[config.mk]
export PLATFORM = sky130hd
export DESIGN_NAME = signed_bin2bcd
export DESIGN_NICKNAME = d
export VERILOG_FILES = /design/src/rtl/signed_bin2bcd.sv
export SDC_FILE = /design/constraint.sdc
export NUM_CORES = 1
export LEC_CHECK = 0
export ABC_CLOCK_PERIOD_IN_PS = 5920
export CAP_MARGIN = 25
export CORE_UTILIZATION = 65
export DETAILED_ROUTE_END_ITERATION = 10
export DONT_BUFFER_PORTS = 1
export GPL_TIMING_DRIVEN = 1
export PLACE_DENSITY = 0.89
export SLEW_MARGIN = 30
export SYNTH_ARGS = -nofsm -noshare
export SYNTH_HDL_FRONTEND = slang
export SYNTH_SLANG_ARGS = --single-unit
export TNS_END_PERCENT = 50
[constraint.sdc]
create_clock -name clk -period 5.92 [get_ports clk]
set_input_delay 1.184 -clock clk [delete_from_list [all_inputs] [get_ports clk]]
set_output_delay 1.184 -clock clk [all_outputs]
set_load 0.05 [all_outputs]
[src/rtl/signed_bin2bcd.sv]
// Sequential two's-complement to sign-magnitude BCD converter.
// Uses one double-dabble step per cycle: IDLE -> CONVERT (WIDTH cycles) -> DONE.
module signed_bin2bcd #(
    parameter int WIDTH  = 16,
    parameter int DIGITS = 5
) (
    input  logic                  clk,
    input  logic                  rst,
    input  logic                  start,
    input  logic [WIDTH-1:0]      din,
    output logic                  busy,
    output logic                  done,
    output logic                  sign,
    output logic [4*DIGITS-1:0]   bcd
);

    localparam int BCD_W = 4 * DIGITS;
    localparam int CNT_W = $clog2(WIDTH + 1);

    typedef enum logic [1:0] {
        IDLE    = 2'd0,
        CONVERT = 2'd1,
        DONE    = 2'd2
    } state_t;

    state_t             state_q,   state_d;
    logic               neg_q,     neg_d;
    logic [WIDTH-1:0]   mag_q,     mag_d;
    logic [BCD_W-1:0]   scratch_q, scratch_d;
    logic [CNT_W-1:0]   cnt_q,     cnt_d;
    logic               sign_q,    sign_d;
    logic [BCD_W-1:0]   bcd_q,     bcd_d;

    logic [BCD_W-1:0]   adj;
    logic [BCD_W-1:0]   step_scratch;
    logic [WIDTH-1:0]   step_mag;

    // One double-dabble step: bias digits >= 5 so the shift carries into the next digit.
    always_comb begin
        adj = scratch_q;
        for (int i = 0; i < DIGITS; i++) begin
            if (scratch_q[4*i +: 4] >= 4'd5) begin
                adj[4*i +: 4] = scratch_q[4*i +: 4] + 4'd3;
            end
        end
        step_scratch = {adj[BCD_W-2:0], mag_q[WIDTH-1]};
        step_mag     = {mag_q[WIDTH-2:0], 1'b0};
    end

    always_comb begin
        // NOTE: every combinational output gets a default before the case so no latch is inferred.
        state_d   = state_q;
        neg_d     = neg_q;
        mag_d     = mag_q;
        scratch_d = scratch_q;
        cnt_d     = cnt_q;
        sign_d    = sign_q;
        bcd_d     = bcd_q;

        unique case (state_q)
            IDLE: begin
                if (start) begin
                    neg_d     = din[WIDTH-1];
                    // Unsigned WIDTH-bit magnitude: the most negative input maps to 2^(WIDTH-1).
                    mag_d     = din[WIDTH-1] ? (~din + WIDTH'(1)) : din;
                    scratch_d = '0;
                    cnt_d     = '0;
                    state_d   = CONVERT;
                end
            end
            CONVERT: begin
                scratch_d = step_scratch;
                mag_d     = step_mag;
                cnt_d     = cnt_q + CNT_W'(1);
                if (cnt_q == CNT_W'(WIDTH - 1)) begin
                    // Publish the final step directly so results are visible in the DONE cycle.
                    bcd_d   = step_scratch;
                    sign_d  = neg_q;
                    state_d = DONE;
                end
            end
            DONE: begin
                state_d = IDLE;
            end
            default: begin
                state_d = IDLE;
            end
        endcase
    end

    always_ff @(posedge clk) begin
        // NOTE: sequential state uses non-blocking assignments so all flops update together.
        if (rst) begin
            state_q   <= IDLE;
            neg_q     <= 1'b0;
            mag_q     <= '0;
            scratch_q <= '0;
            cnt_q     <= '0;
            sign_q    <= 1'b0;
            bcd_q     <= '0;
        end else begin
            state_q   <= state_d;
            neg_q     <= neg_d;
            mag_q     <= mag_d;
            scratch_q <= scratch_d;
            cnt_q     <= cnt_d;
            sign_q    <= sign_d;
            bcd_q     <= bcd_d;
        end
    end

    assign busy = (state_q == CONVERT);
    assign done = (state_q == DONE);
    assign sign = sign_q;
    assign bcd  = bcd_q;

endmodule

==> metrics.log <==
INFO  metric num_rows = 24
INFO  metric criticalPathCategory = register to primary output
INFO  metric ys_async_rst_share = 0%
INFO  metric diodes = 0
INFO  metric vias = 2637
INFO  metric clock_tree_from_tritoncts = built
INFO  metric drv_cap = 0
INFO  metric clock_tree.htree_level_count = 3
INFO  metric grt_start_max_net_pins = 67
INFO  metric post-route-min-period = 3324 ps
INFO  metric insertion_delay_of_the_later_clocked_pin_in_the_worst_skew_pair = 340 ps
INFO  metric place.detailed.hpwl = 4.120 mm
INFO  metric reg_to_reg_start = state_q[0]$_SDFFE_PP0P_
INFO  metric post_route_cells_drive_above_1_share = 5.630%
INFO  metric setup.reg_to_reg.worst_slack = 2930 ps
INFO  metric first_global_vias = 2479
INFO  metric antenna_left = 0
INFO  metric critPathLaunch = state_q[0]$_SDFFE_PP0P_
INFO  metric skew = 9.620 ps
INFO  metric die_y = 71.59 µm
INFO  metric leakage = 1.178 nW
INFO  metric design.portCount = 42
INFO  metric routed_via_density = 6.205
INFO  metric synth_seq_area_share = 41.34%
INFO  metric cts-buffers-inserted = 9
INFO  metric critical_path_peak_fanout = 20
INFO  metric numPortBuffers = 0
INFO  metric finalSetupViolCount = 0
INFO  metric ys_seq_elements = 65
INFO  metric synthesis.instances = 379
INFO  metric timing.final.max_slew_violations = 0
INFO  metric wirelength = 6.145 mm
INFO  metric setup-tns-final = 0 ps
INFO  metric critPathRequiredTime = 4740 ps
INFO  metric final-hold-violation-count = 0
INFO  metric timing.critical_path.arrival = 2140 ps
INFO  metric fin_crit_share = 56.16%
INFO  metric rsz0062_at_grt = no
INFO  metric area_growth_synth_to_finish = 5.564%
INFO  metric remaining_drc_errors = 0
INFO  metric synth_warnings = 0
INFO  metric pwr_density_cell = 261.0 nW/µm²
INFO  metric synthFlopType = dfxtp_1
INFO  metric setup.worst_path.start_class = register
INFO  metric initial_standard_cell_utilization_of_the_core = 69.89%
INFO  metric yosysUniqueCellTypes = 38
INFO  metric synthesis.area = 3148 µm²
INFO  metric relative_slew_slack = 35.39%
INFO  metric fp.coreArea = 4504 µm²
INFO  metric antenna_violations_before_repair = 0
INFO  metric worstMarginPinSlew = 967.2 ps
INFO  metric postLayoutSetupSlackWorst = 2596 ps
INFO  metric syn-num-nets = 411
INFO  metric wire_per_inst = 14.46 µm
INFO  metric max_freq = 300.8 MHz
INFO  metric die-area = 5125 µm²
INFO  metric post_cts.resized_instances = 0
INFO  metric cts_root_buffer = clkbuf_8
INFO  metric post-cts-setup-buffers = 0
INFO  metric cts_sinks = 65
INFO  metric worst_case_clock_buffer_depth = 2
INFO  metric synth_enable_flop_cells = 0
INFO  metric pre_cts_ws = 2944 ps
INFO  metric detailedRoute.firstIterationViolations = 152
INFO  metric hp-class = register to register
INFO  metric drt_pre_antenna_iters = 8
INFO  metric syn_avg_cell_area = 8.306 µm²
INFO  metric outcome = finished, final reports clean
INFO  metric die_width = 71.59 µm
INFO  metric clk_pin_slew_worst_paths = 70 ps
INFO  metric max-vdd-ir-drop = 0.2308 mV
INFO  metric holdCritStartpoint = neg_q$_SDFFE_PP0P_
INFO  metric gr-usage-all-layers = 26.00%
INFO  metric grt_first_pass_wirelength = 10.43 mm
INFO  metric holdBufCountCts = 0
INFO  metric globalplace.congestion = 0.7491
INFO  metric grt-ovfl-total = 0
INFO  metric worstSetupEndpointType = primary output
INFO  metric layout.nets = 400
-- logic make-up after synthesis --
kind of cell,after synthesis,share of synthesized area (%)
flip-flops,65,41.34
buffers and inverters,40,5.008
adder cells (fa/ha/maj),13,5.167
AO/OA/AOI/OAI,104,21.82
multiplexers,5,1.590
XOR/XNOR,18,5.008
AND/OR/NAND/NOR,134,20.07
-- cells in the mapped netlist (3+ instances only) --
cell type | instances | area share (%)
dfxtp_1 | 65 | 41
nand2_1 | 41 | 4.9
nor2_1 | 40 | 4.8
a21oi_1 | 33 | 5.2
clkbuf_1 | 21 | 2.5
a22oi_1 | 20 | 4.8
o21ai_0 | 19 | 3.0
inv_1 | 16 | 1.9
ha_1 | 13 | 5.2
nor3_1 | 12 | 1.9
nand2b_1 | 10 | 2.0
nand3_1 | 10 | 1.6
xnor2_1 | 10 | 2.8
xor2_1 | 8 | 2.2
a211oi_1 | 7 | 1.7
nor3b_1 | 7 | 1.7
o22ai_1 | 7 | 1.4
a222oi_1 | 6 | 1.9
mux2i_1 | 5 | 1.6
o31ai_1 | 4 | 0.95
nor2b_1 | 3 | 0.60
-- sequential cells by signal (all words and copies together), names as in the netlist --
register and cells:
bcd 20, scratch_q 20, mag_q 16, cnt_q 5, state_q 2, neg_q 1, sign 1
-- placed cells by master, fill, tap and decap left out, drive strengths merged, types with 8 or more instances in the layout --
master / netlist / layout
dfxtp: 65 / 65
nand2: 41 / 41
nor2: 40 / 40
a21oi: 33 / 33
a22oi: 20 / 20
o21ai: 19 / 19
inv: 16 / 16
ha: 13 / 13
clkbuf: 21 / 13
nor3: 12 / 12
nand2b: 10 / 10
xnor2: 10 / 10
nand3: 10 / 10
xor2: 8 / 8
-- layer usage --
layer	GRT usage [%]	wire length [µm]	share of wire (%)
met4	9.368	63	1.0
met1	28.74	2592	42
met2	46.56	3107	51
met3	8.720	381	6.2
met5	0	0	0
-- critical path: stages, from the launching register on --
cell and delay, ps:
dfxtp_1 390, nand2b_1 360, inv_1 610, buf_4 430
-- area by class of cell --
type,instances,area [µm²]
Clock inverter,3,40.04
Inverter,16,60.06
Multi-Input combinational cell,274,1693
Tap cell,52,65.06
Clock buffer,13,148.9
Fill cell,350,1181
Timing Repair Buffer,2,15.01
Sequential cell,65,1301
-- path summary, 6_finish.rpt --
path | endpoint | depth (start not counted)
setup / recovery | busy | 3
setup reg to reg | bcd[16]$_SDFFE_PP0P_ | 6
hold reg to reg | neg_q$_SDFFE_PP0P_ | 2
hold / removal | neg_q$_SDFFE_PP0P_ | 2
-- power by group --
part           internal, W  switching (W)  total [W]  leakage [nW]
logic            0.0000217      0.0000342  0.0000559         0.554
registers         0.000448     0.00000643   0.000454         0.526
clock network     0.000205       0.000152   0.000357        0.0974
total             0.000674       0.000193   0.000867          1.18
-- through the flow --
| step | instances | instance area (µm²) | utilization [%] | hold slack, ps | total power [W] |
|---|---|---|---|---|---|
| 2_1_floorplan | 379 | 3148 | - | 432.2 | 0.0005162 |
| 3_3_place_gp | 409 | 3134 | 69.58 | 450.4 | 0.0005173 |
| 3_5_place_dp | 409 | 3134 | 69.58 | 451.6 | 0.0005190 |
| 4_1_cts | 425 | 3323 | 73.78 | 461.6 | 0.0008731 |
| 5_1_grt | 425 | 3323 | 73.78 | 476.1 | 0.0009045 |
| 6_report | 425 | 3323 | 73.78 | 460.8 | 0.0008674 |
Power figures use the tool's default switching activity.
